<file path="src/rtl/video_write_queue.sv">
// Pixel write queue between the WVM execute path and single-port video memory.
// Entries drain into memory only while the VGA controller is in blanking.
module video_write_queue #(
    parameter int DEPTH      = 8,
    parameter int ADDR_WIDTH = 10,
    parameter int DATA_WIDTH = 3
) (
    input  logic                    Clock,
    input  logic                    Reset,
    input  logic                    iWriteEnable,
    input  logic [ADDR_WIDTH-1:0]   iWriteAddress,
    input  logic [DATA_WIDTH-1:0]   iColor,
    input  logic                    iBlank,
    input  logic [ADDR_WIDTH-1:0]   iScanAddress,
    output logic [ADDR_WIDTH-1:0]   oMemAddress,
    output logic [DATA_WIDTH-1:0]   oMemData,
    output logic                    oMemWriteEnable,
    output logic [$clog2(DEPTH):0]  oCount,
    output logic                    oFull,
    output logic                    oEmpty,
    output logic                    oOverflow
);

    localparam int PW = $clog2(DEPTH);
    localparam int CW = PW + 1;
    localparam logic [CW-1:0] FullCount = CW'(DEPTH);

    typedef enum logic {SCAN, DRAIN} state_t;

    state_t                  state;
    logic [ADDR_WIDTH-1:0]   addrMem  [DEPTH];
    logic [DATA_WIDTH-1:0]   colorMem [DEPTH];
    logic [PW-1:0]           wrPtr;
    logic [PW-1:0]           rdPtr;
    logic [CW-1:0]           nextCount;
    logic                    nonEmpty;
    logic                    hasRoom;
    logic                    pop;
    logic                    push;
    logic                    lastPop;

    assign nonEmpty = (oCount != '0);
    assign hasRoom  = (oCount != FullCount);
    assign pop      = (state == DRAIN) && iBlank && nonEmpty;
    // A pop frees a slot this cycle, so a full queue still accepts a push.
    assign push     = iWriteEnable && (hasRoom || pop);
    assign lastPop  = pop && !push && (oCount == CW'(1));

    always_comb begin
        nextCount = oCount;
        if (push && !pop)
            nextCount = oCount + CW'(1);
        else if (pop && !push)
            nextCount = oCount - CW'(1);
    end

    always_ff @(posedge Clock) begin
        if (push) begin
            addrMem[wrPtr]  <= iWriteAddress;
            colorMem[wrPtr] <= iColor;
        end
    end

    always_ff @(posedge Clock) begin
        if (Reset) begin
            state           <= SCAN;
            wrPtr           <= '0;
            rdPtr           <= '0;
            oCount          <= '0;
            oFull           <= 1'b0;
            oEmpty          <= 1'b1;
            oOverflow       <= 1'b0;
            oMemAddress     <= '0;
            oMemData        <= '0;
            oMemWriteEnable <= 1'b0;
        end else begin
            if (push)
                wrPtr <= wrPtr + PW'(1);
            if (pop)
                rdPtr <= rdPtr + PW'(1);
            oCount <= nextCount;
            oFull  <= (nextCount == FullCount);
            oEmpty <= (nextCount == '0);
            if (iWriteEnable && !push)
                oOverflow <= 1'b1;

            if (pop) begin
                oMemWriteEnable <= 1'b1;
                oMemAddress     <= addrMem[rdPtr];
                oMemData        <= colorMem[rdPtr];
            end else begin
                oMemWriteEnable <= 1'b0;
                oMemAddress     <= iScanAddress;
                oMemData        <= '0;
            end

            unique case (state)
                SCAN: begin
                    if (iBlank && nonEmpty)
                        state <= DRAIN;
                end
                DRAIN: begin
                    if (!iBlank || lastPop)
                        state <= SCAN;
                end
                default: state <= SCAN;
            endcase
        end
    end

endmodule

</file>
<file path="config.mk">
export PLATFORM = sky130hd
export DESIGN_NAME = video_write_queue
export DESIGN_NICKNAME = d
export VERILOG_FILES = /design/src/rtl/video_write_queue.sv
export SDC_FILE = /design/constraint.sdc
export NUM_CORES = 1
export LEC_CHECK = 0
export CAP_MARGIN = 10
export CORE_AREA = 5 5 104 106
export CTS_CLUSTER_SIZE = 25
export DETAILED_ROUTE_END_ITERATION = 7
export DIE_AREA = 0 0 109 111
export PLACE_DENSITY = 0.81
export SYNTH_ARGS = -nofsm -noshare
export SYNTH_HDL_FRONTEND = slang
export SYNTH_SLANG_ARGS = --single-unit
</file>
<file path="constraint.sdc">
create_clock -name Clock -period 3.9 [get_ports Clock]
set_input_delay 0.78 -clock Clock [delete_from_list [all_inputs] [get_ports Clock]]
set_output_delay 0.78 -clock Clock [all_outputs]
set_load 0.005 [all_outputs]
</file>
==> summary.txt <==
final cell count without fillers -> 506
clock group share of total power -> 45.6%
Avg Inst Size Synth -> 17.62 µm²
Seq pwr share -> 47.3%
Seq/Total Area, Yosys -> 71.29%
wire per inst -> 19.88 µm
final hold violation count -> 0
ant diodes -> 0
Fill cells -> 645
Top FF cell, synth -> edfxtp_1
CTS resizes -> 0
I/O pin cnt -> 48
H-tree Lvls -> 4
Die Ht -> 111 µm
largest net degree at the start of global routing -> 29
Die Wd -> 109 µm
worst-skew pair later-pin latency -> 0.51 ns
Slew Limit Fails -> 0
VDD IR max -> 0.2884 mV
Post-synth EDFFs -> 104
vias in the first global route -> 2,890
DRC -> 0
Sw Pwr -> 0.7491 mW
number of buffers created by CTS -> 17
placed cells -> 474
Int Pwr -> 2.694 mW
final setup skew -> 0.008343 ns
cell area power density -> 530.1 mW/mm²
Worst Tran Pin Value -> 1.024 ns
drt total wl -> 10.06 mm
Hold Crit Class -> flop to flop
Antenna Nets Post-Route -> 0
Root Buffer -> clkbuf_8
DR pass1 iterations -> 4
endpoints failing setup -> 0
relative slew slack -> 31.55%
CP Data Arrival Time -> 2.82 ns
largest area contributor in the netlist -> edfxtp_1
Leak -> 2.126 nW
Initial Util -> 54.22%
Tmin final -> 2.613 ns
Via Count -> 2,856
# port buffers -> 47
setup TNS -> 0 ns
Worst Setup Start Kind -> flop
Gate power share -> 7.2%
Sw Ratio -> 21.76%
NumNets Final -> 392
synthesized area -> 0.005251 mm²
DR iter-0 viols -> 145
Max Cap Viol -> 0
syn_nets -> 330
Synth area leaders -> edfxtp_1 59%, dfxtp_1 12%, mux4_2 11%
layout cell share with drive strength beyond 1 -> 23.32%
first-pass GRT wire length -> 15.82 mm
CTS tree -> yes
CP Class -> flop to flop
flops & latches, synth -> 135
Worst EP required -> 4.11 ns
postcts setup bufs -> 0
Cells after Synth -> 298
status -> completed
CTS sink cnt -> 135
yosys warns -> 0
Fmax -> 0.3827 GHz
total gr overflow -> 0
Final period util -> 67.01%
initial antenna violation count -> 0
area delta synth->final -> 23.68%
Via density -> 5.644
Hold Buf Count CTS -> 0
Synth async-reset ratio -> 0%
Crit. End Element -> flop
overall routing resource usage -> 17.61%
FP Rows -> 36
RSZ-0062 raised after global routing -> no
RD Place Congestion -> 0.8363
Netlist cell types -> 44
dpl hpwl -> 6.424 mm
Core Region -> 0.009684 mm²
Worst-path clk slew -> 0.06 ns
area share of the largest cell type after synthesis -> 59.47%
DIE AREA -> 0.01210 mm²
Max Root-Sink Buffers -> 2
CP Max Fanout -> 9
-- placed cells by master, fill, tap and decap left out, types with 2 or more instances in the layout --
cell / count
mux2i_1: 14
xor2_1: 2
nor2_1: 23
o31a_1: 2
nand2b_1: 4
inv_4: 3
a21boi_2: 2
inv_1: 2
nand3_1: 2
xnor2_1: 3
and3_1: 2
a211oi_1: 10
a31oi_1: 3
mux4_2: 26
nor3b_1: 2
nor3_2: 5
bufinv_16: 2
clkinv_4: 2
clkbuf_8: 2
inv_6: 3
a21oi_1: 6
edfxtp_1: 104
nor3_1: 6
buf_4: 12
clkinv_2: 3
ha_1: 5
clkdlybuf4s50_1: 47
nand2_1: 11
dfxtp_1: 31
clkbuf_16: 17
-- power by group through the flow --
stage	registers (mW)	clock network (mW)	logic, mW
after floorplan	1.65	0	0.139
after global placement	1.65	0	0.238
after detailed placement	1.66	0	0.245
after CTS	1.63	1.59	0.249
after global routing	1.63	1.65	0.269
final	1.63	1.57	0.247
-- layer usage --
metal	wire length, µm	GRT usage, %
met4	71	5.303
met5	0	0
met3	764	5.183
met2	5085	28.17
met1	4136	23.28
-- layout make-up --
cell class	instances	area, µm²	area share [%]
clock buffers	19	452.9	6.974
clock inverters	13	137.6	2.119
inverters	2	7.507	0.1156
multi-input cells	145	1426	21.96
flip-flops and latches	135	3744	57.64
well taps	133	166.4	2.562
repair buffers	59	560.5	8.630
-- registers in the layout, summed over array words and instances (netlist names), named ones only --
signal           count
addrMem             80
colorMem            24
oMemAddress         10
oCount               4
oMemData             3
rdPtr                3
wrPtr                3
oEmpty               1
oFull                1
oMemWriteEnable      1
oOverflow            1
state                1
-- worst max-delay path: stages (launching register included) --
cell and delay (ns):
dfxtp_1 0.51, inv_1 0.12, ha_1 0.33, and3b_2 0.30, nand2_1 0.08, nand2_1 0.19
nor3_2 0.51, buf_4 0.27
-- synthesized netlist by cell type, types with 2 or more instances --
library cell and n:
a211oi_1 10, a21boi_2 2, a21oi_1 6, a31oi_1 3, and3_1 2, buf_2 4, clkbuf_1 7, clkbuf_8 2
dfxtp_1 31, edfxtp_1 104, ha_1 5, inv_1 2, mux2i_1 14, mux4_2 26, nand2_1 11, nand2b_1 4
nand3_1 2, nor2_1 23, nor3_1 10, nor3b_1 2, o31a_1 2, xnor2_1 3, xor2_1 2
-- metrics by stage --
stage	total power [mW]	area (µm²)	hold WS [ns]	util (%)	setup WS, ns
floorplan	1.789	5251	0.4604	-	0.8709
finish	3.443	6495	0.4903	67.07	1.287
detailed placement	1.903	5904	0.4709	60.97	0.9697
global route	3.554	6495	0.5063	67.07	1.110
CTS	3.464	6495	0.4845	67.07	1.282
global placement	1.892	5904	0.4601	60.97	1.063
-- logic make-up after synthesis --
kind of cell,synth area share (%)
flip-flops,71.29
AND/OR/NAND/NOR,6.433
multiplexers,13.82
AO/OA/AOI/OAI,4.384
buffers and inverters,2.049
XOR/XNOR,0.8341
adder cells (fa/ha/maj),1.191
-- worst paths after layout --
kind / from / end / slack (ns) / cells after the start
max: oCount[0]$_SDFF_PP0_ / colorMem[4][2]$_DFFE_PP_ / 1.29 / 7
min: oOverflow$_SDFFE_PP0P_ / oOverflow$_SDFFE_PP0P_ / 0.49 / 2
max reg2reg: oCount[0]$_SDFF_PP0_ / colorMem[4][2]$_DFFE_PP_ / 1.29 / 7
min reg2reg: oOverflow$_SDFFE_PP0P_ / oOverflow$_SDFFE_PP0P_ / 0.49 / 2
Power figures use the tool's default switching activity.
